[config.mk]
export PLATFORM = sky130hd
export DESIGN_NAME = rps_match_ctrl_flat
export DESIGN_NICKNAME = d
export VERILOG_FILES = /design/src/rtl/rps_match_ctrl_if.sv /design/src/rtl/rps_match_ctrl.sv /design/src/flat_wrapper.sv
export SDC_FILE = /design/constraint.sdc
export NUM_CORES = 1
export LEC_CHECK = 0
export ABC_AREA = 1
export CELL_PAD_IN_SITES_DETAIL_PLACEMENT = 1
export CELL_PAD_IN_SITES_GLOBAL_PLACEMENT = 1
export CORE_UTILIZATION = 45
export DETAILED_ROUTE_END_ITERATION = 10
export HOLD_SLACK_MARGIN = 0.1
export PLACE_DENSITY = 0.91
export SKIP_LAST_GASP = 1
export SLEW_MARGIN = 30
export SYNTH_ARGS = -nofsm -noshare
export SYNTH_HDL_FRONTEND = slang
export SYNTH_SLANG_ARGS = --single-unit
[constraint.sdc]
create_clock -name clk -period 3.7 [get_ports clk]
set_input_delay 0.37 -clock clk [delete_from_list [all_inputs] [get_ports clk]]
set_output_delay 0.37 -clock clk [all_outputs]
set_load 0.05 [all_outputs]
[src/rtl/rps_match_ctrl_if.sv]
// Player/host handshake and result bus of the rock-paper-scissors match controller.
// The controller is the slave; players, host and the LCD score driver sit on the master side.
interface rps_match_ctrl_if;
  logic       start;
  logic       a_valid;
  logic [1:0] a_move;
  logic       a_ready;
  logic       b_valid;
  logic [1:0] b_move;
  logic       b_ready;
  logic [3:0] score_a;
  logic [3:0] score_b;
  logic [1:0] round_result;
  logic       result_valid;
  logic       match_over;
  logic [1:0] winner;

  modport master (
    output start, a_valid, a_move, b_valid, b_move,
    input  a_ready, b_ready, score_a, score_b, round_result,
           result_valid, match_over, winner
  );

  modport slave (
    input  start, a_valid, a_move, b_valid, b_move,
    output a_ready, b_ready, score_a, score_b, round_result,
           result_valid, match_over, winner
  );
endinterface

[src/rtl/rps_match_ctrl.sv]
// Rock-paper-scissors match controller: collects one move per player per round,
// judges it, keeps scores, holds each result for display and detects the match winner.
module rps_match_ctrl #(
  parameter int unsigned WIN_SCORE      = 3,
  parameter int unsigned HOLD_CYCLES    = 50_000_000,
  parameter int unsigned TIMEOUT_CYCLES = 500_000_000
) (
  input logic            clk,
  input logic            rst_n,
  rps_match_ctrl_if.slave bus
);

  typedef enum logic [2:0] {S_IDLE, S_COLLECT, S_JUDGE, S_HOLD, S_OVER} state_t;

  localparam logic [31:0] TO_LAST   = 32'(TIMEOUT_CYCLES - 1);
  localparam logic [31:0] HOLD_LAST = 32'(HOLD_CYCLES - 1);
  localparam logic [3:0]  WIN4      = 4'(WIN_SCORE);

  state_t      state, state_nx;
  logic [31:0] cnt, cnt_nx;
  logic        a_got, a_got_nx, b_got, b_got_nx;
  logic [1:0]  a_mv, a_mv_nx, b_mv, b_mv_nx;
  logic        a_rdy, a_rdy_nx, b_rdy, b_rdy_nx;
  logic [3:0]  sc_a, sc_a_nx, sc_b, sc_b_nx;
  logic [1:0]  rr, rr_nx, win, win_nx;
  logic        rv, rv_nx, over, over_nx;
  logic        acc_a, acc_b;

  // Illegal move (00) completes the handshake but is never latched.
  assign acc_a = bus.a_valid && a_rdy && (bus.a_move != 2'b00);
  assign acc_b = bus.b_valid && b_rdy && (bus.b_move != 2'b00);

  function automatic logic a_beats(input logic [1:0] x, input logic [1:0] y);
    return (x == 2'b01 && y == 2'b10) || (x == 2'b10 && y == 2'b11) ||
           (x == 2'b11 && y == 2'b01);
  endfunction

  always_ff @(posedge clk) begin
    if (!rst_n) begin
      state <= S_IDLE;
      cnt   <= '0;
      a_got <= 1'b0;
      b_got <= 1'b0;
      a_mv  <= '0;
      b_mv  <= '0;
      a_rdy <= 1'b0;
      b_rdy <= 1'b0;
      sc_a  <= '0;
      sc_b  <= '0;
      rr    <= '0;
      rv    <= 1'b0;
      over  <= 1'b0;
      win   <= '0;
    end else begin
      state <= state_nx;
      cnt   <= cnt_nx;
      a_got <= a_got_nx;
      b_got <= b_got_nx;
      a_mv  <= a_mv_nx;
      b_mv  <= b_mv_nx;
      a_rdy <= a_rdy_nx;
      b_rdy <= b_rdy_nx;
      sc_a  <= sc_a_nx;
      sc_b  <= sc_b_nx;
      rr    <= rr_nx;
      rv    <= rv_nx;
      over  <= over_nx;
      win   <= win_nx;
    end
  end

  always_comb begin
    state_nx = state;
    cnt_nx   = cnt;
    a_got_nx = a_got;
    b_got_nx = b_got;
    a_mv_nx  = a_mv;
    b_mv_nx  = b_mv;
    a_rdy_nx = a_rdy;
    b_rdy_nx = b_rdy;
    sc_a_nx  = sc_a;
    sc_b_nx  = sc_b;
    rr_nx    = rr;
    rv_nx    = 1'b0;
    over_nx  = over;
    win_nx   = win;
    case (state)
      S_IDLE, S_OVER: begin
        if (bus.start) begin
          state_nx = S_COLLECT;
          cnt_nx   = '0;
          a_got_nx = 1'b0;
          b_got_nx = 1'b0;
          a_rdy_nx = 1'b1;
          b_rdy_nx = 1'b1;
          sc_a_nx  = '0;
          sc_b_nx  = '0;
          rr_nx    = '0;
          over_nx  = 1'b0;
          win_nx   = '0;
        end
      end
      S_COLLECT: begin
        cnt_nx = cnt + 32'd1;
        if (a_got && b_got) begin
          state_nx = S_JUDGE;
        end else begin
          if (acc_a) begin
            a_got_nx = 1'b1;
            a_mv_nx  = bus.a_move;
          end
          if (acc_b) begin
            b_got_nx = 1'b1;
            b_mv_nx  = bus.b_move;
          end
          a_rdy_nx = !a_got_nx;
          b_rdy_nx = !b_got_nx;
          // A move accepted on the timeout edge is already in *_got_nx and still counts.
          if (TIMEOUT_CYCLES != 0 && cnt == TO_LAST && !(a_got_nx && b_got_nx)) begin
            state_nx = S_JUDGE;
            a_rdy_nx = 1'b0;
            b_rdy_nx = 1'b0;
          end
        end
      end
      S_JUDGE: begin
        state_nx = S_HOLD;
        cnt_nx   = '0;
        rv_nx    = 1'b1;
        if (a_got && b_got)
          rr_nx = (a_mv == b_mv) ? 2'b11 : (a_beats(a_mv, b_mv) ? 2'b01 : 2'b10);
        else if (a_got)
          rr_nx = 2'b01;
        else if (b_got)
          rr_nx = 2'b10;
        else
          rr_nx = 2'b11;
        if (rr_nx == 2'b01 && sc_a < WIN4) sc_a_nx = sc_a + 4'd1;
        if (rr_nx == 2'b10 && sc_b < WIN4) sc_b_nx = sc_b + 4'd1;
      end
      S_HOLD: begin
        cnt_nx = cnt + 32'd1;
        if (cnt == HOLD_LAST) begin
          if (sc_a == WIN4 || sc_b == WIN4) begin
            state_nx = S_OVER;
            over_nx  = 1'b1;
            win_nx   = (sc_a == WIN4) ? 2'b01 : 2'b10;
          end else begin
            state_nx = S_COLLECT;
            cnt_nx   = '0;
            a_got_nx = 1'b0;
            b_got_nx = 1'b0;
            a_rdy_nx = 1'b1;
            b_rdy_nx = 1'b1;
          end
        end
      end
      default: state_nx = S_IDLE;
    endcase
  end

  assign bus.a_ready      = a_rdy;
  assign bus.b_ready      = b_rdy;
  assign bus.score_a      = sc_a;
  assign bus.score_b      = sc_b;
  assign bus.round_result = rr;
  assign bus.result_valid = rv;
  assign bus.match_over   = over;
  assign bus.winner       = win;

endmodule

[src/flat_wrapper.sv]
// flat-port wrapper written by rule: the top's interface ports become plain ports
module rps_match_ctrl_flat 
#(
  parameter int unsigned WIN_SCORE      = 3,
  parameter int unsigned HOLD_CYCLES    = 50_000_000,
  parameter int unsigned TIMEOUT_CYCLES = 500_000_000
)
  (clk, rst_n, bus_start, bus_a_valid, bus_a_move, bus_b_valid, bus_b_move, bus_a_ready, bus_b_ready, bus_score_a, bus_score_b, bus_round_result, bus_result_valid, bus_match_over, bus_winner);
  rps_match_ctrl_if bus_i ();
  input logic clk;
  input logic rst_n;
  input wire logic [$bits(bus_i.start)-1:0] bus_start;
  input wire logic [$bits(bus_i.a_valid)-1:0] bus_a_valid;
  input wire logic [$bits(bus_i.a_move)-1:0] bus_a_move;
  input wire logic [$bits(bus_i.b_valid)-1:0] bus_b_valid;
  input wire logic [$bits(bus_i.b_move)-1:0] bus_b_move;
  output wire logic [$bits(bus_i.a_ready)-1:0] bus_a_ready;
  output wire logic [$bits(bus_i.b_ready)-1:0] bus_b_ready;
  output wire logic [$bits(bus_i.score_a)-1:0] bus_score_a;
  output wire logic [$bits(bus_i.score_b)-1:0] bus_score_b;
  output wire logic [$bits(bus_i.round_result)-1:0] bus_round_result;
  output wire logic [$bits(bus_i.result_valid)-1:0] bus_result_valid;
  output wire logic [$bits(bus_i.match_over)-1:0] bus_match_over;
  output wire logic [$bits(bus_i.winner)-1:0] bus_winner;
  assign bus_i.start = bus_start;
  assign bus_i.a_valid = bus_a_valid;
  assign bus_i.a_move = bus_a_move;
  assign bus_i.b_valid = bus_b_valid;
  assign bus_i.b_move = bus_b_move;
  assign bus_a_ready = bus_i.a_ready;
  assign bus_b_ready = bus_i.b_ready;
  assign bus_score_a = bus_i.score_a;
  assign bus_score_b = bus_i.score_b;
  assign bus_round_result = bus_i.round_result;
  assign bus_result_valid = bus_i.result_valid;
  assign bus_match_over = bus_i.match_over;
  assign bus_winner = bus_i.winner;
  rps_match_ctrl #(.WIN_SCORE(WIN_SCORE), .HOLD_CYCLES(HOLD_CYCLES), .TIMEOUT_CYCLES(TIMEOUT_CYCLES)) u_core (.clk(clk), .rst_n(rst_n), .bus(bus_i));
endmodule
==> summary.txt, run 1 <==
status: complete, no violations
CTS Hold Bufs: 0
setup tns final: 0 ps
gr usage total: 0.282
Post-Syn Instances: 535
DIE AREA: 7830 µm²
DRC violations left: 0
Die H: 88.5 µm
FMAX: 440 MHz
drt pass-1 iters: 4
Startpoint Class: register
critical setup path kind: reg2reg
largest fanout on the critical path: 12
final core occ: 0.535
final setup fails: 0
r2r startpoint: u_core.state[2]
Worst setup EP type: register
Synth warnings: 0
most frequent cells in the layout: 151 x nand2_1, 80 x nor2_1, 72 x inv_1, 57 x dfxtp_1, 42 x nand3_1
Area Growth Syn to Fin: 15.3%
drt wl/cell: 15.8 µm
most common cell after layout, fill and taps aside: nand2_1
origin of the worst setup path: u_core.state[2]
Fin. Hold Viols: 0
fin. max-slew vios: 0
Root Driver: clkbuf_8
CP required: 3910 ps
GPL Wtd Cong: 0.941
fin cells: 667
Die X: 88.5 µm
fillers: 1007
NumNets Final: 575
Period minus WS final: 2280 ps
clock transition at the registers of the reported paths: 70 ps
vias post-DR: 3584
cts repair resizes: 0
total gr overflow: 0
#FFs+latches synth: 57
Core Box Area: 7250 µm²
Initial DRC Count: 154
max layer used: met4
final worst-path cycle share: 0.615
CTS Buffer Depth: 2
Mapped Avg Cell Area: 6.29 µm²
largest net degree at the start of global routing: 22
pre-CTS setup slack: 1570 ps
share of cells above drive strength 1: 0.0739
metal3 WL: 354 µm
clk_skew: 11.8 ps
maxcap violations: 0
mean number of vias per cell: 5.37
final WL: 10500 µm
CP arrival: 2480 ps
Initial Util: 0.464
CTS buffer count: 9
Yosys cell types: 38
clk sink count: 57
Antenna Nets Post-Route: 0
Rel. slew slack: 0.458
post-route setup slack: 1420 ps
cell area after layout: 3880 µm²
hold_sp: u_core.bus.round_result[0]
CTS H-tree depth: 3
met2 WL: 5600 µm
Inst Count DP: 651
Synthesized Nets: 547
static leakage: 0.00149 µW
sequential-to-total area share from yosys stat: 0.339
vias in the first global route: 3670
Min-Delay Path Class: reg2reg
row count: 31
RSZ-0062 raised after global routing: no
Peak VDD IR: 0.000441 V
Skew-Pair Late Insertion Delay: 360 ps
placed cell area: 3690 µm²
CTS tree: built
Tightest Pin Transition: 811 ps
PortBufs: 24
DRT met1 WL: 4180 µm
Top Ports: 25
PD cells: 502 nW/µm²
HPWL Detailed: 7820 µm
first-pass GRT wire length: 16800 µm
initial antenna violation count: 0
postcts setup bufs: 0
diodes inserted: 0
Synth Cell Area: 3370 µm²
per-layer routing:
layer	vias to the layer above	track usage
met1	1719	0.286
li1	1751	-
met2	83	0.545
met4	0	0.133
met3	31	0.0616
met5	-	0
power by group:
part	total [µW]	switching (µW)	internal, µW
clock network	590	281	309
registers	705	46.4	658
logic	653	470	183
Yosys cell counts (all sizes together):
library cell	count	area, µm²
a21oi	26	134
o21ai	16	91.3
nand3	42	210
nand4	13	96.3
nor3	21	121
mux2i	1	10.0
xor2	9	78.8
nand3b	2	15.0
nand2	155	602
buf	6	43.8
inv	78	298
o22ai	2	12.5
o21bai	1	7.51
o211ai	6	45.0
dfxtp	57	1140
xnor2	2	17.5
or2	2	15.0
nor2	88	360
a31oi	2	12.5
ha	3	37.5
a32o	1	10.0
clkbuf	2	7.51
final timing paths:
check                                     to  depth (start not counted)  slack [ps]
setup / recovery       u_core.bus.match_over                          8        1420
hold / removal    u_core.bus.round_result[0]                          2         470
hold reg to reg   u_core.bus.round_result[0]                          2         470
setup reg to reg       u_core.bus.match_over                          8        1420
stage by stage:
step / hold WS [ps] / total power (µW)
after floorplan: 456 / 1210
after global placement: 453 / 1330
after detailed placement: 465 / 1360
after CTS: 476 / 1950
after global routing: 497 / 2050
final: 472 / 1950
registers in the layout (all words and copies together), names as in the netlist, 2 cells and up:
register and cells:
u_core.bus.score_a 4, u_core.state 3, u_core.a_mv 2, u_core.bus.round_result 2, u_core.b_mv 2, u_core.cnt 32
u_core.bus.winner 2, u_core.bus.score_b 4
cells by family (layout without fill, tap and decap cells):
kind of cell,Yosys count,count (layout),share of synthesized area
AO/OA/AOI/OAI,54,54,0.0929
XOR/XNOR,11,11,0.0286
AND/OR/NAND/NOR,323,323,0.422
buffers and inverters,86,119,0.104
multiplexers,1,1,0.00297
flip-flops,57,57,0.339
adder cells (fa/ha/maj),3,3,0.0111
cell type report:
type / instances / area (µm²) / area share
clock buffer: 9 / 124 / 0.0319
clock inverter: 7 / 71.3 / 0.0184
inverter: 78 / 298 / 0.0767
multi-input combinational: 392 / 1880 / 0.483
sequential: 57 / 1140 / 0.294
tap: 99 / 124 / 0.0319
timing repair buffer: 25 / 248 / 0.0638
worst max-delay path: stages (launching register included):
cell	delay, ps
dfxtp_1	360
inv_1	150
nand2_2	100
nor2_1	630
nand2_1	320
nand2_1	240
nand3_1	170
nand2_1	100
a21oi_1	60
(Power assumes the default switching activity.)
==> inputs of run 2 (changes only) <==
Settings changed: CORE_UTILIZATION 45 to 41, PLACE_DENSITY 0.91 to 0.84.
Clock period 3.7 ns to 2.4 ns, I/O delays scaled along.
==> run 2 against run 1 <==
Net effect: critical path depth decreased by 1; setup slack got worse by 1000 ps; register-to-register slack worse by 1000 ps; final cell count rose by 0.75%; power up 56%; routed wire length down 1.7%; largest cell class unchanged.
==> summary.txt, run 2 (synthesis gave the netlist of run 1 again) <==
Min-Delay Path Class: reg2reg
initial antenna violation count: 0 (unchanged)
CTS buffer count: 9 (unchanged)
most common cell after layout, fill and taps aside: nand2_1
Initial Util: 0.429 (-0.0352)
most frequent cells in the layout: 151 x nand2_1, 80 x nor2_1, 72 x inv_1, 57 x dfxtp_1, 42 x nand3_1
setup tns final: 0 ps (unchanged)
vias post-DR: 3590 (+0.17%)
mean number of vias per cell: 5.34 (-0.58%)
Psw: 1230 µW (+54%)
postcts setup bufs: 0 (unchanged)
RSZ-0062 raised after global routing: no
final worst-path cycle share: 0.826 (+0.211)
diodes inserted: 0 (unchanged)
Period minus WS final: 1980 ps (-292 ps)
CTS H-tree depth: 3 (unchanged)
static leakage: 0.00151 µW (+0.96%)
DRC violations left: 0 (unchanged)
CP max stage delay: 420 ps (-210 ps)
final WL: 10300 µm (-1.7%)
CTS Buffer Depth: 2 (unchanged)
Worst path slowest cell: dfxtp_1
Reg with most FFs: u_core.cnt
fin. max-slew vios: 0 (unchanged)
cts repair resizes: 0 (unchanged)
row count: 32 (+3.2%)
final setup fails: 0 (unchanged)
CP arrival: 2220 ps (-260 ps)
first-pass GRT wire length: 17600 µm (+5.1%)
vias in the first global route: 3804 (+3.7%)
sw frac: 0.404 (-0.00535)
Tot Pwr: 3030 µW (+56%)
Comb pwr share: 0.334 (about the same)
maxcap violations: 0 (unchanged)
CP required: 2640 ps (-1270 ps)
clk_skew: 9.94 ps (-1.82 ps)
largest fanout on the critical path: 5 (-7)
Die X: 92.6 µm (+4.7%)
CTS tree: built
Core Box Area: 7850 µm² (+8.2%)
max FFs per register: 32 (unchanged)
HPWL Detailed: 7960 µm (+1.8%)
FMAX: 504 MHz (+15%)
largest net degree at the start of global routing: 21 (-4.5%)
CTS Hold Bufs: 0 (unchanged)
Top Ports: 25 (unchanged)
GPL Wtd Cong: 0.910 (-3.3%)
Worst setup EP type: register
Root Driver: clkbuf_8
Startpoint Class: register
Peak VDD IR: 0.000439 V (-0.64%)
Skew-Pair Late Insertion Delay: 350 ps (about the same)
PD cells: 777 nW/µm² (+55%)
critical setup path kind: reg2reg
Area Growth Syn to Fin: 15.9%
PortBufs: 24 (unchanged)
Fin. Hold Viols: 0 (unchanged)
Rel. slew slack: 0.541 (+0.0837)
Internal: 1810 µW (+57%)
clk sink count: 57 (unchanged)
gr usage total: 0.260 (-0.0222)
drt pass-1 iters: 4 (unchanged)
NumNets Final: 577 (+0.35%)
Antenna Nets Post-Route: 0 (unchanged)
Flop pwr share: 0.358 (-0.004)
Die H: 92.6 µm (+4.7%)
worst path cell trace: nand2_1 -> nor2_1 -> nand3_1 -> nor3_1 -> nand3_1 -> xor2_1 -> nor2_1
share of cells above drive strength 1: 0.0754 (+0.00149)
drt wl/cell: 15.4 µm (-2.5%)
fillers: 1088 (+8.0%)
clock transition at the registers of the reported paths: 70 ps (about the same)
status: complete, no violations
power share of the clock group: 0.307 (+0.004)
Tightest Pin Transition: 685 ps (-125 ps)
Initial DRC Count: 79 (-49%)
total gr overflow: 0 (unchanged)
DIE AREA: 8580 µm² (+9.5%)
## run 2: cell type report
class | count | area (µm²) | area share
clock buffer | 11 | 141 | 0.0362
clock inverter | 5 | 55.1 | 0.0141
inverter | 78 | 298 | 0.0763
multi-input combinational | 392 | 1880 | 0.481
sequential | 57 | 1140 | 0.292
tap | 102 | 128 | 0.0327
timing repair buffer | 27 | 263 | 0.0673
## run 2: critical path: cells and delay by family, from the launching register on
family        cells  cell delay, ps
flops             1             420
xor+xnor          1             170
simple gates      6            1290
## run 2: power by group through the flow
stage               combinational (µW)  clock [µW]  sequential (µW)
detailed placement                1010           0             1110
CTS                               1020         944             1090
global route                      1130         988             1100
global placement                   974           0             1100
finish                            1010         933             1090
floorplan                          675           0             1200
## run 2: worst paths after layout
kind | start | endpoint | slack (ps) | cells past startpoint
max | u_core.cnt[11] | u_core.cnt[25] | 420 | 7
min reg2reg | u_core.bus.winner[1] | u_core.bus.winner[1] | 470 | 2
min | u_core.bus.winner[1] | u_core.bus.winner[1] | 470 | 2
max reg2reg | u_core.cnt[11] | u_core.cnt[25] | 420 | 7
## run 2: routing by layer
metal | GRT usage | vias up | share of wire
met5 | 0 | - | 0
met4 | 0.123 | 0 | 0.031
met3 | 0.0460 | 25 | 0.033
met2 | 0.478 | 78 | 0.52
met1 | 0.289 | 1723 | 0.42
li1 | - | 1764 | -
## run 2: per-stage QoR
step	cell area, µm²	instances	setup WS (ps)	util	hold WS (ps)
detailed placement	3710	656	372	0.472	468
global placement	3710	656	446	0.472	454
global route	3900	672	233	0.497	500
finish	3900	672	417	0.497	473
floorplan	3370	535	716	-	413
CTS	3900	672	431	0.497	477
==> inputs of run 3 (changes only) <==
Settings changed: CORE_UTILIZATION 41 to 37, PLACE_DENSITY 0.84 to 0.8.
Clock period 2.4 ns to 1.7 ns, I/O delays scaled along.
==> run 3 against run 2 <==
Net effect: setup slack lost 390 ps; final cell count increased by 7.3%; global-route usage fell by 1.0 points; routed wire length increased by 12%; sequential share of layout area is 3.0 points lower; power rose by 59%; core utilization is 0.87 points higher; hold slack got worse by 12 ps; register-to-register slack worse by 380 ps; clock skew fell by 3.3 ps; cell area rose by 14%.
==> summary.txt, run 3 (synthesis gave the netlist of run 1 again) <==
fin. max-slew vios: 0 (unchanged)
Die H: 97.4 µm (+5.2%)
static leakage: 0.00185 µW (+23%)
Worst path slowest cell: clkdlybuf4s50_1
Area Growth Syn to Fin: 31.7%
Tightest Pin Transition: 504 ps (-182 ps)
vias in the first global route: 3986 (+4.8%)
Inst Count DP: 701 (+6.9%)
CTS tree: built
Fin. Hold Viols: 0 (unchanged)
critical setup path kind: reg2out
final core occ: 0.506 (+0.00871)
DRC violations left: 0 (unchanged)
worst path cell trace: clkdlybuf4s50_1
NumNets Final: 620 (+7.5%)
GPL Wtd Cong: 0.876 (-3.8%)
clock transition at the registers of the reported paths: 70 ps (about the same)
PD cells: 1090 nW/µm² (+40%)
Min Hold Slack: 461 ps (-11.9 ps)
Rel. slew slack: 0.663 (+0.122)
Skew-Pair Late Insertion Delay: 360 ps (about the same)
mean number of vias per cell: 5.17 (-3.2%)
total gr overflow: 0 (unchanged)
DIE AREA: 9490 µm² (+11%)
Tot Pwr: 4830 µW (+59%)
most frequent cells in the layout: 145 x nand2_1, 68 x inv_1, 66 x nor2_1, 49 x buf_4, 43 x dfxtp_1
Antenna Nets Post-Route: 0 (unchanged)
clk sink count: 57 (unchanged)
largest fanout on the critical path: 2 (-3)
CTS H-tree depth: 3 (unchanged)
maxcap violations: 0 (unchanged)
Startpoint Class: register
final worst-path cycle share: 0.982
fin cells: 721 (+7.3%)
drt wl/cell: 16.0 µm (+4.1%)
CTS Buffer Depth: 2 (unchanged)
Period minus WS final: 1670 ps
Peak VDD IR: 0.000618 V (+41%)
diodes inserted: 0 (unchanged)
Initial Util: 0.384 (-0.0448)
cell area after layout: 4430 µm² (+14%)
first-pass GRT wire length: 18900 µm (+7.4%)
FMAX: 599 MHz
final WL: 11600 µm (+12%)
vias post-DR: 3727 (+3.8%)
critical path depth: 1 (-6)
Worst Path Buf+Inv: 1 (+1)
Core Box Area: 8760 µm² (+12%)
most common cell after layout, fill and taps aside: nand2_1
Worst setup EP type: output port
max FFs per register: 32 (unchanged)
CTS buffer count: 9 (unchanged)
initial antenna violation count: 0 (unchanged)
drt pass-1 iters: 4 (unchanged)
clk_skew: 6.62 ps (-3.32 ps)
Die X: 97.4 µm (+5.2%)
share of cells above drive strength 1: 0.225 (+0.150)
worst reg-to-reg path cell count: 9 (+2)
PortBufs: 24 (unchanged)
HPWL Detailed: 8380 µm (+5.3%)
gr usage total: 0.250 (-0.0101)
row count: 34 (+6.3%)
Min-Delay Path Class: in2reg
Root Driver: clkbuf_8
RSZ-0062 raised after global routing: yes
placed cell area: 3990 µm² (+7.8%)
fillers: 1167 (+7.3%)
final setup fails: 0 (unchanged)
status: complete, no violations
CP arrival: 1500 ps (-720 ps)
CP required: 1530 ps (-1110 ps)
Top Family by Delay on Critical Path: buffers and inverters
Initial DRC Count: 117 (+48%)
hold depth: 3 (+1)
Reg with most FFs: u_core.cnt
CP max stage delay: 800 ps (+380 ps)
largest net degree at the start of global routing: 21 (unchanged)
Top Ports: 25 (unchanged)
[run 3: cell types whose count changed in the layout (fill, tap and decap cells not counted), sizes merged]
cell / delta
dlygate4sd2: +4
bufinv: +1
clkinvlp: -1
buf: +48
clkdlybuf4s50: -12
dlymetal6s2s: +3
[run 3: layout make-up]
class | instances | area [µm²] | area share
multi-input combinational | 392 | 2030 | 0.457
sequential | 57 | 1160 | 0.262
timing repair buffer | 70 | 583 | 0.131
inverter | 78 | 298 | 0.0672
clock buffer | 11 | 151 | 0.0341
tap | 108 | 135 | 0.0305
clock inverter | 5 | 77.6 | 0.0175
[run 3: where the power goes]
part	internal, µW	switching, µW
Combinational	605	1150
Sequential	1440	108
Clock	900	622
[run 3: final timing paths]
check                                             end                  startpoint  slack, ps
worst max-delay path              bus_round_result[1]  u_core.bus.round_result[1]         30
worst min-delay path                   u_core.b_mv[1]               bus_b_move[1]        460
worst max register to register         u_core.cnt[19]               u_core.cnt[2]         40
worst min register to register  u_core.bus.match_over       u_core.bus.match_over        470
[run 3: per-layer routing]
layer | up-vias | GRT usage | routed length, µm
met4 | 0 | 0.129 | 362
met2 | 63 | 0.458 | 6100
met5 | - | 0 | 0
li1 | 1843 | - | -
met1 | 1792 | 0.283 | 4800
met3 | 29 | 0.0295 | 279
[run 3: worst min-delay path, delay by kind of cell]
kind | cells | cell delay (ps)
AOI/OAI and AO/OA | 2 | 180
buffers and inverters | 1 | 420
[run 3: repair_timing]
action                     CTS  global route
gates resized for setup     19            48
buffers inserted             1             3
setup endpoints to repair   42            45
hold buffers                 0             0
pin swaps                    2            10
[run 3: through the flow]
step | setup slack (ps) | setup TNS (ps)
2_1_floorplan | 16.1 | 0
3_3_place_gp | -106 | -2360
3_5_place_dp | -182 | -4400
5_1_grt | -92.2 | -283
6_report | 30.4 | 0
4_1_cts | -14.1 | -14.1
